`config.mk`:
```
export PLATFORM = sky130hd
export DESIGN_NAME = busy_table
export DESIGN_NICKNAME = d
export VERILOG_FILES = /design/src/rtl/busy_table_pkg.sv /design/src/rtl/busy_table_popcount.sv /design/src/rtl/busy_table.sv
export SDC_FILE = /design/constraint.sdc
export NUM_CORES = 1
export LEC_CHECK = 0
export BUFFER_PORTS_ARGS = -buffer_cell sky130_fd_sc_hd__clkbuf_2
export CAP_MARGIN = 20
export CORE_MARGIN = 2
export CORE_UTILIZATION = 30
export CTS_CLUSTER_DIAMETER = 120
export CTS_CLUSTER_SIZE = 8
export DETAILED_ROUTE_END_ITERATION = 10
export PLACE_DENSITY = 0.46
export SLEW_MARGIN = 20
export SYNTH_ARGS = -nofsm -noshare
export SYNTH_HDL_FRONTEND = slang
export SYNTH_SLANG_ARGS = --single-unit
```
`constraint.sdc`:
```
create_clock -name clk -period 22.5 [get_ports clk]
set_input_delay 0 -clock clk [delete_from_list [all_inputs] [get_ports clk]]
set_output_delay 0 -clock clk [all_outputs]
set_load 0.005 [all_outputs]
```
`src/rtl/busy_table_pkg.sv`:
```
// Shared definitions for the physical-register busy table: default register-file depth
// and the physical-register address type.
package busy_table_pkg;
  localparam int PHY_RF_DEPTH_DEF = 128;
  typedef logic [$clog2(PHY_RF_DEPTH_DEF)-1:0] phyreg_addr_t;
endpackage

```
`src/rtl/busy_table_popcount.sv`:
```
// Combinational population count of a WIDTH-bit vector.
module busy_table_popcount #(
  parameter int WIDTH = 128
) (
  input  logic [WIDTH-1:0]       i_vec,
  output logic [$clog2(WIDTH):0] o_count
);

  always_comb begin
    o_count = '0;
    for (int i = 0; i < WIDTH; i++) begin
      o_count = o_count + {{$clog2(WIDTH){1'b0}}, i_vec[i]};
    end
  end

endmodule

```
`src/rtl/busy_table.sv`:
```
// Physical-register busy table: map sets, writeback clears, flush wipes, issue reads.
// Optional same-cycle writeback bypass on reads when QU_BUSY_TABLE_BYPASS_EN is defined.
module busy_table
  import busy_table_pkg::*;
#(
  parameter int PHY_RF_DEPTH = PHY_RF_DEPTH_DEF,
  parameter int NUM_WB_PORTS = 2,
  parameter int NUM_RD_PORTS = 4,
  localparam int AW = $clog2(PHY_RF_DEPTH)
) (
  input  logic                             clk,
  input  logic                             rst,
  input  logic                             en,
  input  logic                             busy_wr_en,
  input  logic [AW-1:0]                    busy_wr_addr,
  input  logic                             busy_data_in,
  input  logic [NUM_WB_PORTS-1:0]          wb_valid,
  input  logic [NUM_WB_PORTS-1:0][AW-1:0]  wb_addr,
  input  logic                             flush,
  input  logic [NUM_RD_PORTS-1:0][AW-1:0]  rd_addr,
  output logic [NUM_RD_PORTS-1:0]          rd_busy,
  output logic [AW:0]                      busy_count,
  output logic                             err_clr_free
);

  logic [PHY_RF_DEPTH-1:0] r_busy;
  logic [AW:0]             r_count;
  logic                    r_err;

  logic [PHY_RF_DEPTH-1:0] w_busy_nxt;
  logic [AW:0]             w_count_nxt;
  logic                    w_err_hit;
  logic                    w_map_we;
  logic                    w_map_set;
  logic [NUM_RD_PORTS-1:0] w_rd_busy;

  assign w_map_we  = en && busy_wr_en && (busy_wr_addr != '0);
  assign w_map_set = w_map_we && busy_data_in;

  // Clears first, then the map write so a same-cycle set wins; flush overrides everything.
  always_comb begin
    w_busy_nxt = r_busy;
    w_err_hit  = 1'b0;
    for (int i = 0; i < NUM_WB_PORTS; i++) begin
      if (wb_valid[i] && (wb_addr[i] != '0)) begin
        if (!r_busy[wb_addr[i]] && !(w_map_set && (busy_wr_addr == wb_addr[i]))) begin
          w_err_hit = 1'b1;
        end
        w_busy_nxt[wb_addr[i]] = 1'b0;
      end
    end
    if (w_map_we) begin
      w_busy_nxt[busy_wr_addr] = busy_data_in;
    end
    if (flush) begin
      w_busy_nxt = '0;
    end
  end

  busy_table_popcount #(
    .WIDTH (PHY_RF_DEPTH)
  ) u_popcount (
    .i_vec   (w_busy_nxt),
    .o_count (w_count_nxt)
  );

  always_ff @(posedge clk or negedge rst) begin
    if (!rst) begin
      r_busy  <= '0;
      r_count <= '0;
      r_err   <= 1'b0;
    end else begin
      r_busy  <= w_busy_nxt;
      r_count <= w_count_nxt;
      if (!flush && w_err_hit) begin
        r_err <= 1'b1;
      end
    end
  end

  always_comb begin
    w_rd_busy = '0;
    for (int j = 0; j < NUM_RD_PORTS; j++) begin
      w_rd_busy[j] = (rd_addr[j] != '0) && r_busy[rd_addr[j]];
`ifdef QU_BUSY_TABLE_BYPASS_EN
      // A completing result wakes its consumers this cycle unless map re-allocates it now.
      for (int i = 0; i < NUM_WB_PORTS; i++) begin
        if (wb_valid[i] && (wb_addr[i] == rd_addr[j]) &&
            !(w_map_set && (busy_wr_addr == rd_addr[j]))) begin
          w_rd_busy[j] = 1'b0;
        end
      end
`endif
    end
  end

  assign rd_busy      = w_rd_busy;
  assign busy_count   = r_count;
  assign err_clr_free = r_err;

endmodule
```
==> impl_metrics.ini <==
[status]
outcome = finished, final reports clean

[pwr]
ir_worst_vdd_mv = 0.0488
pwr-share-clk_pct = 44.0
p_int_uw = 446
switching_share_pct = 33.6
seqPwrFrac_pct = 36.9
power_density_nw_per_um2 = 34.5
power.leakage_nw = 7.56
switchingPower_uw = 226
combPwrFrac_pct = 19.1

[routing]
drt_iter0_drc = 2243
viasPerCell = 6.64
drc = 0
routed_wl_mm = 86.3
post_drt_wl_per_cell_um = 33.5
first_pass_iters = 6
antenna_left = 0
dr_total_vias = 17100

[synth]
syn_nets = 2045
synth_xor_xnor_area_share_pct = 0.929
ys_warn_count = 0
synthTopCellsByArea = mux4_2 22%, dfrtp_1 19%, fa_1 13%
synth_top_family_by_area = multiplexers
synth-seq-area-share_pct = 19.1
synth_fa_ha_area_share_pct = 14.7
synth-main-ff-cell = dfrtp_1
yosys.area_share.simple_pct = 14.6
synth_mux_area_share_pct = 25.4
synth_top_area_share_pct = 22.1
synth_cell_types = 62
syn_inst = 1847
synth-seq-cells = 137
async_flop_share_pct = 100
syn_area_um2 = 17900
synth_compound_area_share_pct = 18.8
yosysTopAreaCell = mux4_2
synth.avg_cell_area_um2 = 9.70
synth_edf_count = 0

[timing]
clock_skew_ns = 0.0111
max_slew_margin_pct = 24.2
finalSetupTns_ns = 0
finalWorstPathRequiredPeriod_ns = 8.84
rsz0062_at_grt = false
maxSlewViolCount = 0
fmax_ghz = 0.113
fin_crit_sh_pct = 39.3
tightest_slew_ns = 1.13
hold_ws_ns = 0.102
setup_violations = 0
hold_viol = 0

[global_route]
grt_pass1_vias = 16700
grt_max_degree = 80
antenna_found_initial = 4
grt_overflow = 0
grt_pass1_wl_mm = 125
grt_util_all_layers_pct = 27.7

[setup_path]
end_kind = flip-flop
path_max_fanout = 28
cpPeakStageDelay_ns = 0.80
reg2reg_slack_ns = 14.29
crit_type = in -> reg
cp-start-kind = input pin
crit_top_cell = fa_1
crit_required_ns = 22.84
cp.arrival_ns = 9.17
cp_slowest_cell = nor2_1

[layout]
final_nets = 1986
fill_cells = 6092
fin_area_um2 = 19500
area_growth_pct = 8.67
drive_gt1_share_pct = 25.0

[clock_network]
clk_pin_slew_ns = 0.07
htree_levels = 4
cts_num_sinks = 137
clk_latency_ns = 0.46
cts_tree = done
root_buffer = clkbuf_16
clockBufferDepth = 2
cts_made_buffers = 17

[floorplanning]
num_rows = 89
die_h_um = 248
die_area_um2 = 61700
ios = 70
die_x_um = 248
core_area_um2 = 59000
start_util_pct = 30.4

[job]
maxCapViolCount = 0

[place]
dp_hpwl_mm = 64.4
dpl-instance-area_um2 = 18900
globalplace.congestion = 0.931
portBuffers = 69

[hold_path]
min_path_type = in -> reg
-- routing by layer --
layer / up-vias / track usage (%) / wire length [um]
met5: - / 0 / 38
met4: 6 / 11.9 / 3970
met3: 196 / 6.80 / 10200
met2: 1247 / 40.4 / 37100
met1: 8762 / 39.0 / 34900
li1: 6875 / - / -
-- cells in the mapped netlist, types with 15 or more instances --
cell,number
a21oi_1,64
a221oi_1,98
a22oi_1,68
a31oi_1,101
and3_1,22
buf_2,17
clkbuf_1,157
dfrtp_1,137
fa_1,115
ha_1,26
inv_1,111
mux2_2,32
mux2i_1,23
mux4_2,176
nand2_1,109
nand3_1,56
nor2_1,157
nor2b_1,16
nor3b_1,15
o211ai_1,15
o21ai_0,86
or2_2,84
-- per-stage QoR --
stage	worst slack [ns]	total power [mW]	utilization [%]	instances
finish	13.66	0.672	33.0	2575
global route	13.21	0.690	33.0	2574
CTS	13.67	0.672	33.0	2574
detailed placement	13.22	0.378	32.0	2540
global placement	13.31	0.378	32.0	2540
floorplan	14.38	0.327	-	1847
-- what timing repair did --
action / CTS / global route
hold endpoints to repair: 97 / 0
buffers inserted: 0 / 0
gates resized for setup: 0 / 0
hold buffers: 2 / 0
-- final timing paths --
kind | to | cells after the start | startpoint
worst max-delay path | busy_count[6]$_DFF_PN0_ | 31 | busy_wr_addr[2]
worst min-delay path | err_clr_free$_DFFE_PN0P_ | 4 | wb_addr[5]
worst max register to register | busy_count[6]$_DFF_PN0_ | 26 | r_busy[74]$_DFF_PN0_
worst min register to register | err_clr_free$_DFFE_PN0P_ | 2 | err_clr_free$_DFFE_PN0P_
max in group asynchronous | r_busy[58]$_DFF_PN0_ | 3 | rst
min in group asynchronous | r_busy[73]$_DFF_PN0_ | 2 | rst
-- cell type report --
class / count / area, um2 / area share, %
flip-flops and latches: 137 / 3430 / 17.6
diodes: 1 / 2.50 / 0.0128
clock inverters: 15 / 163 / 0.835
well taps: 773 / 967 / 4.97
repair buffers: 111 / 681 / 3.50
multi-input cells: 1410 / 13400 / 68.8
inverters: 111 / 417 / 2.14
clock buffers: 17 / 425 / 2.18
-- power by group through the flow --
| stage | Sequential (mW) | Clock, mW | Combinational [mW] |
|---|---|---|---|
| 2_1_floorplan | 0.252 | 0 | 0.0756 |
| 4_1_cts | 0.248 | 0.298 | 0.126 |
| 3_5_place_dp | 0.252 | 0 | 0.125 |
| 5_1_grt | 0.248 | 0.308 | 0.134 |
| 6_report | 0.248 | 0.296 | 0.128 |
| 3_3_place_gp | 0.252 | 0 | 0.125 |
-- cells by family (layout without fill, tap and decap cells) --
| logic type | after synthesis | count (layout) |
|---|---|---|
| multiplexers | 231 | 231 |
| other | 0 | 1 |
| XOR/XNOR | 19 | 19 |
| buffers and inverters | 300 | 254 |
| adder cells (fa/ha/maj) | 141 | 141 |
| flip-flops | 137 | 137 |
| AND/OR/NAND/NOR | 528 | 528 |
| AO/OA/AOI/OAI | 491 | 491 |
-- sequential cells by signal (all words and copies together) (netlist names) --
register,cells
r_busy,128
busy_count,8
err_clr_free,1
-- placed cells by master, fill, tap and decap left out, types with 23 or more instances in the layout --
master	n
mux2_2	32
or2_2	84
a22oi_1	68
nor2_1	157
nand3_1	56
a221oi_1	98
a31oi_1	101
ha_1	26
o21ai_0	86
dfrtp_1	137
fa_1	115
clkbuf_2	66
nand2_1	109
buf_4	41
inv_1	111
mux2i_1	23
a21oi_1	64
mux4_2	176
-- worst max-delay path, delay by kind of cell --
kind	cells	cell delay, ns
compound gates	5	0.68
simple gates	7	1.89
fa+ha+maj	12	5.73
buf+inv	6	0.75
xor+xnor	1	0.13
No activity file was read; power rests on OpenSTA's default activity.
